**src/rtl/pipelined_acc_adder.sv**
```systemverilog
// One-stage registered adder with plain-add and accumulate modes, sitting between
// a valid/ready producer and consumer with full backpressure and no bubbles.
module pipelined_acc_adder #(
  parameter int WIDTH = 4,
  parameter int ACC_W = 8,
  parameter bit SAT   = 1'b0,
  parameter int CNT_W = 8
) (
  input  logic             clk,
  input  logic             rst_n,
  input  logic             in_valid,
  output logic             in_ready,
  input  logic [WIDTH-1:0] in_a,
  input  logic [WIDTH-1:0] in_b,
  input  logic             in_mode,
  input  logic             acc_clr,
  output logic             out_valid,
  input  logic             out_ready,
  output logic [ACC_W-1:0] out_sum,
  output logic             out_ovf,
  output logic [CNT_W-1:0] out_cnt
);

  if (ACC_W < WIDTH + 2) begin : g_bad_acc_w
    $error("pipelined_acc_adder: ACC_W must be >= WIDTH+2");
  end

  localparam int PAD_OP  = ACC_W - WIDTH;
  localparam int PAD_SUM = ACC_W - WIDTH - 1;

  logic             in_fire;
  logic             out_fire;
  logic [WIDTH:0]   plain_sum;
  logic [ACC_W-1:0] acc_q;
  logic [ACC_W-1:0] acc_base;
  logic [ACC_W:0]   acc_sum;
  logic             acc_ovf;
  logic [ACC_W-1:0] acc_next;
  logic [ACC_W-1:0] result;
  logic             result_ovf;

  // Handshake: a transfer happens on a rising edge where valid && ready on that
  // side. in_ready depends only on the output register and the consumer, so the
  // stage accepts new operands whenever its held result is empty or leaving now.
  assign in_ready = !out_valid || out_ready;
  assign in_fire  = in_valid && in_ready;
  assign out_fire = out_valid && out_ready;

  always_comb begin
    plain_sum = {1'b0, in_a} + {1'b0, in_b};
    acc_base  = acc_clr ? '0 : acc_q;
    acc_sum   = {1'b0, acc_base}
              + {1'b0, {PAD_OP{1'b0}}, in_a}
              + {1'b0, {PAD_OP{1'b0}}, in_b};
    acc_ovf   = acc_sum[ACC_W];
    // Wrap keeps the low bits; saturate pins at all-ones and stays there.
    if (acc_ovf && SAT) acc_next = '1;
    else                acc_next = acc_sum[ACC_W-1:0];
    if (in_mode) begin
      result     = acc_next;
      result_ovf = acc_ovf;
    end else begin
      result     = {{PAD_SUM{1'b0}}, plain_sum};
      result_ovf = 1'b0;
    end
  end

  always_ff @(posedge clk or negedge rst_n) begin
    if (!rst_n) begin
      out_valid <= 1'b0;
      out_sum   <= '0;
      out_ovf   <= 1'b0;
      out_cnt   <= '0;
    end else begin
      if (in_fire) begin
        out_valid <= 1'b1;
        out_sum   <= result;
        out_ovf   <= result_ovf;
        out_cnt   <= out_cnt + CNT_W'(1);
      end else if (out_fire) begin
        out_valid <= 1'b0;
      end
    end
  end

  // A clear alongside an accepted accumulate is already folded into acc_base.
  always_ff @(posedge clk or negedge rst_n) begin
    if (!rst_n) begin
      acc_q <= '0;
    end else if (in_fire && in_mode) begin
      acc_q <= acc_next;
    end else if (acc_clr) begin
      acc_q <= '0;
    end
  end

endmodule

```
**config.mk**
```make
export PLATFORM = sky130hd
export DESIGN_NAME = pipelined_acc_adder
export DESIGN_NICKNAME = d
export VERILOG_FILES = /design/src/rtl/pipelined_acc_adder.sv
export SDC_FILE = /design/constraint.sdc
export NUM_CORES = 1
export LEC_CHECK = 0
export ABC_AREA = 1
export CORE_UTILIZATION = 54
export CTS_CLUSTER_SIZE = 30
export DETAILED_ROUTE_END_ITERATION = 16
export PLACE_DENSITY = 0.84
export SETUP_SLACK_MARGIN = 0.02
export SLEW_MARGIN = 20
export SYNTH_ARGS = -nofsm -noshare
export SYNTH_HDL_FRONTEND = slang
export SYNTH_SLANG_ARGS = --single-unit
```
**constraint.sdc**
```tcl
create_clock -name clk -period 4.5 [get_ports clk]
set_clock_uncertainty 0.05 [all_clocks]
set_input_delay 0.675 -clock clk [delete_from_list [all_inputs] [get_ports clk]]
set_output_delay 0.675 -clock clk [all_outputs]
set_load 0.005 [all_outputs]
```
==> metrics.md <==
| Metric | Value |
|---|---|
| Synth unique cells | 26 |
| ANT cells | 0 |
| Initial antenna violation count | 0 |
| Yosys reg bits | 26 |
| Cell family with most CP delay | adder cells |
| GPL Wtd Cong | 0.887 |
| Tmin final | 2.90 ns |
| Worst-path cell chain | clkdlybuf4s50_1, nor2_1, fa_1, ha_1, inv_1, fa_1, o21ai_1, nand2_1, nand2_1, nand2_1, nand2_1, nand2_1 |
| Final hold vios | 0 |
| CTS buffer count | 3 |
| Final Max Slew Viols | 0 |
| Multi-input gate area | 797 um2 |
| Yosys warnings | 0 |
| Chip height | 55.6 um |
| Leakage power | 1.02 nW |
| Post-CTS Setup Bufs | 0 |
| Startpoint types | input port |
| Worst EP required | 4.70 ns |
| Max Clk Rate | 345 MHz |
| Worst-Margin Slew | 0.343 ns |
| Remaining DRCs | 0 |
| Initial DRC Count | 36 |
| Worst-path clk slew | 0.15 ns |
| RSZ-0062 raised after global routing | false |
| Initial core utilization | 0.567 |
| GRT overflow | 0 |
| FF/Latch Area | 651 um2 |
| Vias | 1243 |
| Setup_tns | 0 ns |
| Row cnt | 19 |
| # fillers | 207 |
| Synth Area in Compound Gates | 0.0428 |
| Power Dens Cells | 384 nW/um2 |
| Area Growth Syn to Fin | 26.7% |
| DP Wirelength | 2470 um |
| Slew headroom | 0.772 |
| CP dominant cell by count | nand2_1 |
| Routed Antenna Nets | 0 |
| Final WL | 3250 um |
| Total track usage | 0.234 |
| IO Port Bufs | 32 |
| Crit Path Class | in -> reg |
| Critical path's slowest cell | clkdlybuf4s50_1 |
| # clock sinks | 26 |
| Largest net degree at the start of global routing | 27 |
| Cts hold-fix bufs | 0 |
| Status | finished, final reports clean |
| Syn Area/Cell | 8.85 um2 |
| Max VDD drop | 0.000288 V |
| Post-synthesis mux area share | 0 |
| Slowest stage delay, CP | 0.59 ns |
| Die area | 3090 um2 |
| Simple-Gate Fraction of Synth Area | 0.259 |
| Global-route wire length before repair | 5600 um |
| Worst-case clock buffer depth | 2 |
| Sequential fraction of the synthesis area | 0.420 |
| Post-Synth XOR/XNOR Area | 0.0622 |
| Core ar. | 2730 um2 |
| CTS resizes | 0 |
| NumNets Final | 241 |
| Tcrit/Tclk final | 0.644 |
| CP Max Fanout | 5 |
| Worst Path Buf+Inv | 2 |
| Synth Net Count | 204 |
| Share of layout cells above drive strength 1 | 0.0806 |
| Vias per Instance | 5.14 |
| Tot Pwr | 0.000754 W |
| CTS tree | done |
| Main combinational cell family by area after synthesis | simple AND/OR/NAND/NOR gates |
| Mapped cell area | 1550 um2 |
| Total of max-cap violations | 0 |
| Clock Tree Root | clkbuf_4 |
| I/O Pins | 33 |
| Post-Synth Adder-Cell Area | 0.150 |
| Clock Latency Late Sink | 0.34 ns |
| HP Class | reg -> reg |
| Setup violations, final | 0 |
| Critical Path AT | 3.10 ns |
| Vias in the first global route | 1308 |
| H-tree levels | 1 |
| Gate Count Post-Synth | 175 |
| Avg WL per Cell | 13.4 um |
| First-pass DRT Iterations | 5 |
| Crit. End Element | flip-flop |
| Die W | 55.6 um |
[sequential cells by signal, indices dropped and copies added (netlist names)]
signal	count
acc_q	8
out_cnt	8
out_ovf	1
out_sum	8
out_valid	1
[cell usage in the layout, fill, tap and decap left out, types with 2 or more instances in the layout]
cell type / count
fa_1: 6
ha_1: 9
nand2_1: 53
clkdlybuf4s50_1: 32
nand3_1: 9
xor2_1: 5
clkbuf_4: 3
inv_1: 23
a21oi_1: 5
nand2_4: 2
dfrtp_1: 26
nor2_1: 13
or2_4: 2
xnor2_1: 6
nand4_1: 3
[stage by stage]
step	instances	utilization	worst slack, ns	area (um2)	hold slack, ns
finish	242	0.718	1.60	1960	0.441
global route	242	0.718	1.47	1960	0.461
CTS	242	0.718	1.60	1960	0.443
detailed placement	238	0.699	1.25	1910	0.424
global placement	238	0.699	1.36	1910	0.415
floorplan	175	-	2.06	1550	0.329
[cells in the mapped netlist (all sizes together)]
master,number,share of area
o21ai,2,0.0089
buf,1,0.0032
a21oi,5,0.016
ha,9,0.073
fa,6,0.078
nand4,3,0.012
xnor2,6,0.034
xor2,5,0.028
nor2,14,0.044
inv,25,0.062
dfrtp,26,0.42
a21boi,1,0.0048
nand3b,1,0.0048
nand3,10,0.036
nand2,56,0.15
o21bai,1,0.0048
o211ai,1,0.0081
or2,3,0.015
[cells by family after synthesis]
group,after synthesis
buf+inv,26
xor+xnor,11
compound gates,10
simple gates,87
fa+ha+maj,15
flops,26
[per-layer routing]
layer  track usage  wire length, um  share of wire  up-vias
li1              -                -              -      614
met1         0.277             1410           0.43      589
met2         0.425             1660           0.51       33
met3        0.0328              120          0.037        7
met4        0.0893               55          0.017        0
met5             0                0              0        -
[worst paths after layout]
path / start / to / slack [ns] / cells after the start
min in group asynchronous: rst_n / out_cnt[7] / 0.63 / 2
max in group asynchronous: rst_n / acc_q[0] / 3.52 / 2
hold reg to reg: out_cnt[7] / out_cnt[7] / 0.44 / 1
setup / recovery: acc_clr / out_sum[7] / 1.60 / 12
setup reg to reg: acc_q[1] / out_sum[7] / 2.15 / 12
hold / removal: out_cnt[7] / out_cnt[7] / 0.44 / 1
[power breakdown]
group / switching (W) / leakage (nW) / internal, W
clock network: 0.0000765 / 0.0279 / 0.0000902
logic: 0.000114 / 0.658 / 0.000146
registers: 0.0000450 / 0.336 / 0.000282
[area by class of cell]
cell class / instances / share of cell area
multi-input cells: 123 / 0.406
inverters: 25 / 0.0491
well taps: 31 / 0.0198
flip-flops and latches: 26 / 0.331
repair buffers: 33 / 0.167
clock buffers: 3 / 0.0115
clock inverters: 1 / 0.0153
Power figures use the tool's default switching activity.
